--- src/rtl/countdown_timer.sv ---
// rtl/countdown_timer.sv - hh:mm:ss down-counter with run/pause/expire control and one-cycle done pulse
module countdown_timer #(
  parameter int HOUR_MAX = 23
) (
  input  logic       clk,
  input  logic       rst,
  input  logic       ld,
  input  logic [4:0] hour_in,
  input  logic [5:0] min_in,
  input  logic [5:0] sec_in,
  input  logic       tick,
  input  logic       start,
  input  logic       stop,
  output logic [4:0] hour_out,
  output logic [5:0] min_out,
  output logic [5:0] sec_out,
  output logic       running,
  output logic       expired,
  output logic       done
);

  typedef enum logic [1:0] {
    IDLE    = 2'd0,
    RUN     = 2'd1,
    PAUSE   = 2'd2,
    EXPIRED = 2'd3
  } state_t;

  localparam logic [4:0] HOUR_MAX_C = 5'(HOUR_MAX);
  localparam logic [5:0] SIXTY_M1   = 6'd59;

  state_t     state_q, state_d;
  logic [4:0] hour_q, hour_d;
  logic [5:0] min_q, min_d;
  logic [5:0] sec_q, sec_d;
  logic       running_q, running_d;
  logic       expired_q, expired_d;
  logic       done_q, done_d;

  logic       count_zero;
  logic       dec_to_zero;
  logic       can_start;

  assign count_zero  = (hour_q == 5'd0) && (min_q == 6'd0) && (sec_q == 6'd0);
  // The only way a decrement lands on 00:00:00 is from 00:00:01.
  assign dec_to_zero = (hour_q == 5'd0) && (min_q == 6'd0) && (sec_q == 6'd1);
  assign can_start   = ((state_q == IDLE) || (state_q == PAUSE)) && !count_zero;

  always_comb begin
    state_d = state_q;
    hour_d  = hour_q;
    min_d   = min_q;
    sec_d   = sec_q;
    done_d  = 1'b0;

    if (ld) begin
      hour_d  = (hour_in > HOUR_MAX_C) ? HOUR_MAX_C : hour_in;
      min_d   = (min_in > SIXTY_M1) ? SIXTY_M1 : min_in;
      sec_d   = (sec_in > SIXTY_M1) ? SIXTY_M1 : sec_in;
      state_d = IDLE;
    end else if (stop) begin
      if (state_q == RUN) begin
        state_d = PAUSE;
      end
    end else if (start && can_start) begin
      state_d = RUN;
    end else if (tick && (state_q == RUN)) begin
      if (sec_q != 6'd0) begin
        sec_d = sec_q - 6'd1;
      end else begin
        sec_d = SIXTY_M1;
        if (min_q != 6'd0) begin
          min_d = min_q - 6'd1;
        end else begin
          min_d  = SIXTY_M1;
          hour_d = hour_q - 5'd1;
        end
      end
      if (dec_to_zero) begin
        state_d = EXPIRED;
        done_d  = 1'b1;
      end
    end

    running_d = (state_d == RUN);
    expired_d = (state_d == EXPIRED);
  end

  always_ff @(posedge clk or negedge rst) begin
    if (!rst) begin
      state_q   <= IDLE;
      hour_q    <= 5'd0;
      min_q     <= 6'd0;
      sec_q     <= 6'd0;
      running_q <= 1'b0;
      expired_q <= 1'b0;
      done_q    <= 1'b0;
    end else begin
      state_q   <= state_d;
      hour_q    <= hour_d;
      min_q     <= min_d;
      sec_q     <= sec_d;
      running_q <= running_d;
      expired_q <= expired_d;
      done_q    <= done_d;
    end
  end

  assign hour_out = hour_q;
  assign min_out  = min_q;
  assign sec_out  = sec_q;
  assign running  = running_q;
  assign expired  = expired_q;
  assign done     = done_q;

endmodule

--- config.mk ---
export PLATFORM = sky130hd
export DESIGN_NAME = countdown_timer
export DESIGN_NICKNAME = d
export VERILOG_FILES = /design/src/rtl/countdown_timer.sv
export SDC_FILE = /design/constraint.sdc
export NUM_CORES = 1
export LEC_CHECK = 0
export CORE_MARGIN = 4
export CORE_UTILIZATION = 42
export DETAILED_ROUTE_END_ITERATION = 12
export MAX_ROUTING_LAYER = met4
export PLACE_DENSITY = 0.83
export SYNTH_ARGS = -nofsm -noshare
export SYNTH_HDL_FRONTEND = slang
export SYNTH_SLANG_ARGS = --single-unit
--- constraint.sdc ---
create_clock -name clk -period 1.7 [get_ports clk]
set_clock_uncertainty 0.05 [all_clocks]
set_input_delay 0.255 -clock clk [delete_from_list [all_inputs] [get_ports clk]]
set_output_delay 0.255 -clock clk [all_outputs]
set_load 0.05 [all_outputs]
* After elaboration in Yosys (flattened, before gate mapping) *
Cells that the tools add are included.

operators by class
  add/subtract/negate cells = 3
  multipliers = 0
  divide/modulo/power cells = 0
  magnitude comparators = 3
  equal/unequal tests = 9
  shift operators = 0
  muxes and demuxes = 31
  bitwise logic cells = 0
  reduce and logical (&&, ||, !) cells = 18

operators with widths
  kind                                                                   count
  6-bit 2-to-1 mux                                                       13
  5-bit 2-to-1 mux                                                       7
  6-bit > comparator, second input constant                              2
  6-bit zero test                                                        2
  2-bit 2-to-1 mux                                                       6
  6-bit nonzero test                                                     2
  6-bit by 1-bit subtractor with 6-bit output, second input constant     2
  2-bit != test, second input constant                                   4
  6-bit by 1-bit equality test with 1-bit output, second input constant  1
  1-bit logical AND                                                      6
  5-bit > comparator, second input constant                              1
  5-bit zero test                                                        1
  1-bit 2-to-1 mux                                                       5
  5-bit AND reduction                                                    1
  5-bit by 1-bit subtractor with 5-bit output, second input constant     1
  2-bit by 1-bit equality test with 1-bit output, second input constant  2
  2-bit equality test, second input constant                             2
  4-bit AND reduction                                                    1
  3-bit AND reduction                                                    1
  2-bit zero test                                                        1
  2-bit nonzero test                                                     1
  1-bit zero test                                                        1
  1-bit logical OR                                                       1

storage, ports and cells
  register bits = 22
  bits in latches = 0
  bits in writable memories = 0
  memory bits (read-only) = 0
  bits of input ports = 23
  output and inout bits = 20
  logic and storage cells = 71
  memories kept = 0

* Depth between registers and ports, before layout *
  depth in word-level cells = 10
  gate-level depth with buffers = 7

* Least setup slack after synthesis *
No wires, ideal clock.

  path type = register -> register
  from = register min_q[0], in the netlist min_out[0]
  to = register state_q[1]
  library setup time = 0.132 ns
  arrival = 1.844 ns
  required time = 1.518 ns
  setup slack = -0.325 ns
  stages on the path, launching flop included = 8
  path buffers = 1
  cell sequence = dfrtp_1 inv_1 ha_1 and3_1 buf_2 a311o_1 a22oi_1 nor2_1

between the ends
  word-level cells in the longest chain between the ends = 9
  elaborated cells on any way between the ends = 12

RTL lines
  what                      RTL line  RTL
  start: declaration        34        logic [5:0] min_q, min_d;
  start signal: assignment  101       min_q <= min_d;
  6-bit zero test *         44, 46
  1-bit logical AND *       44, 46
  1-bit logical AND         44        assign count_zero = (hour_q == 5'd0) && (min_q == 6'd0) && (sec_q == 6'd0);
  1-bit zero test           47        assign can_start = ((state_q == IDLE) || (state_q == PAUSE)) && !count_zero;
  1-bit logical AND         47
  1-bit logical AND         65        end else if (start && can_start) begin
  2-bit 2-to-1 mux *        65
  2-bit 2-to-1 mux *        61        end else if (stop) begin
  2-bit 2-to-1 mux *        56        if (ld) begin
  via state_d[1]            32        state_t state_q, state_d;
  end signal: assignment    99        state_q <= state_d;
  end: declaration          32

The timed path passes the listed nets; every way through them passes the cells marked *.
A chain may end at the register's enable or synchronous reset.

* Worst setup path after layout *
  from = register state_q[1]
  to = register min_q[3], in the netlist min_out[3]

between the ends
  word-level cells in the longest chain between the ends = 6
  elaborated cells on any way between the ends = 10

RTL lines
  what                                                           RTL line
  2-bit equality test / 2-bit zero test (equally long branches)  47
  1-bit logical OR                                               47
  1-bit logical AND                                              47
  1-bit logical AND                                              65
  2-bit != test (no source line)                                 --
  4-bit AND reduction (no source line) *                         --

Mark *: on every way between the ends. The rest lies on a longest branch, timed or not.

==> out/results.ini <==
[synthesis]
netlist_instances=157
synth.area.top_cells=dfrtp_1 40%, ha_1 6.3%, a21oi_1 4.3%
async_flop_share=1.00
synth_cell_types=34
netlist_area_sq_mm=0.00139
avgSynthCellArea_sq_um=8.84
yosysWarningCount=0
ys_top_cells_by_count=22 x dfrtp_1, 16 x nand2_1, 13 x nor2_1
yosys_most_used_dff=dfrtp_1
yosysTopAreaCellShare=0.397
synth_edf_count=0
ys_ff_latch=22
synth_largest_area_cell=dfrtp_1
yosysMostFrequentCell=dfrtp_1
syn-num-nets=187
ys_seq_area_frac=0.397

[sta]
max_freq_mhz=588
finalCriticalPeriod_ns=1.70
holdWs_ns=0.226
drv_slew=0
tns_ns=0
tightest_slew_ns=0.295
rsz0062_at_grt=true
fin_crit_sh=1.00
max_slew_margin=0.803
finalHoldViolCount=0
setup_viol=0

[die]
num_rows=20
fp.dieArea_sq_mm=0.00429
die_y_um=65.5
dieWidth_um=65.5
boundaryPins=43
initial_core_util=0.447
coreArea_sq_mm=0.00310

[clocking]
cts.clk_slew.worst_paths_ns=0.13
cts_root_buffer=clkbuf_4
tritoncts=yes
cts_made_buffers=3
htree_levels=1
clk_latency_ns=0.31
cts.path.max_buffers=2
cts_sinks=22
hold_buffers=0

[worst_setup_path]
slowest_delay_ns=0.44
r2r_slack_ns=0.0005
cp.required_ns=1.85
cp.depth=6
start_kind=register
path_cells=nor4bb_4 -> buf_4 -> nand3_4 -> a21oi_2 -> nor2_1 -> o31ai_1
crit_family=simple AND/OR/NAND/NOR gates
worstReg2RegEnd=min_out[3]
worstPathMaxFanout=9
cp_num_buf_inv=1
r2r-start=state_q[1]
worstPathArrival_ns=1.85
critPathKind=register to register
crit_slowest_cell=dfrtp_1
worstSetupEndpointType=register
reg2reg_depth=6

[pwr]
ir_drop_mv=0.456
powerDensity_mw_per_mm2=703
p_leak_nw=0.912
finalPower_mw=1.45

[global_routing]
grt_usage=0.195
grt_pass1_vias=1451
grt.overflow.total=0
grt_pass1_wl_um=6470
antenna_found_initial=0
grt_max_degree=33

[detailed_routing]
dr.pass1.iters=4
initialDrtViolationCount=114
routed_wl_um=4130
wl_per_cell_um=15.7
vias_per_cell=5.65
vias=1486
drtAntennaViolNets=0
drc_errors=0

[outcome]
outcome=finished, final reports clean

[placement]
dp_hpwl_um=3050
io_buffers=42
dp.cells=254
gp_congestion=0.880

[final_layout]
diodes=0
area_delta_synth_final_pct=49.1
fin_cells=263
num-nets-final=250
layout-drive-gt1-share=0.352

[job]
cap_viol_max_count=0

[min_path]
hold_path_class=primary input to async pin

## worst max-delay path by stage
stage	start	end	slack, ns
finish	state_q[1]	min_out[3]	0.0005
global route	sec_out[4]	hour_out[4]	-0.07
CTS	tick	min_out[3]	-0.06
detailed placement	tick	min_out[3]	-0.41
global placement	tick	hour_out[3]	-0.29
floorplan	sec_out[4]	hour_out[3]	-0.07
## metrics by stage
step / cell area (sq um) / worst slack (ns) / utilization
6_report: 2070 / 0.000528 / 0.667
5_1_grt: 2070 / -0.0705 / 0.667
4_1_cts: 2010 / -0.0611 / 0.646
3_5_place_dp: 1950 / -0.413 / 0.629
3_3_place_gp: 1950 / -0.289 / 0.629
2_1_floorplan: 1420 / -0.0663 / -
## cell usage in the layout, fill, tap and decap left out, drive strengths merged, types with 2 or more instances in the layout
| master | count |
|---|---|
| buf | 43 |
| dfrtp | 22 |
| clkdlybuf4s50 | 21 |
| nand2 | 16 |
| nor2 | 13 |
| a21oi | 12 |
| o21ai | 11 |
| inv | 10 |
| nor3 | 9 |
| nand4 | 7 |
| ha | 7 |
| o22a | 6 |
| nand3 | 6 |
| clkbuf | 4 |
| and3 | 4 |
| a31oi | 3 |
| o22ai | 3 |
| o31ai | 3 |
| o32a | 3 |
| nand2b | 2 |
| xnor2 | 2 |
## sequential cells by signal (all words and copies together) (netlist names)
register / count
state_q: 2
running: 1
hour_out: 5
expired: 1
min_out: 6
done: 1
sec_out: 6
## routing by layer
layer,up-vias,global-route usage,part of all wire
met1,707,0.234,0.42
li1,705,-,-
met5,-,-,0
met2,68,0.331,0.52
met4,0,0.0725,0.0092
met3,6,0.0274,0.055
## logic make-up after synthesis
family	count (synthesis)	share of synthesized area
AOI/OAI and AO/OA	46	0.217
xor gates and xnor gates	3	0.0189
adders and majority gates	7	0.0631
buffers and inverters	17	0.0577
DFF	22	0.397
and+or+nand+nor	62	0.246
## where the power goes
part / switching (mW) / leakage, nW / internal (mW)
registers: 0.0481 / 0.254 / 0.572
logic: 0.322 / 0.637 / 0.223
clock network: 0.159 / 0.0210 / 0.131
## timing repair
| action | 4_1_cts | 5_1_grt |
|---|---|---|
| endpoints found under the setup margin | 10 | 18 |
| resized for setup | 3 | 11 |
| pin swaps | 4 | 7 |
| setup buffers | 2 | 4 |
## area by class of cell
cell class              count  area, sq um
flip-flops and latches     22          568
fillers                   266         1030
clock buffers               4         36.3
repair buffers             65          562
inverters                  10         37.5
multi-input cells         118          810
well taps                  44         55.1
Power figures use the tool's default switching activity.
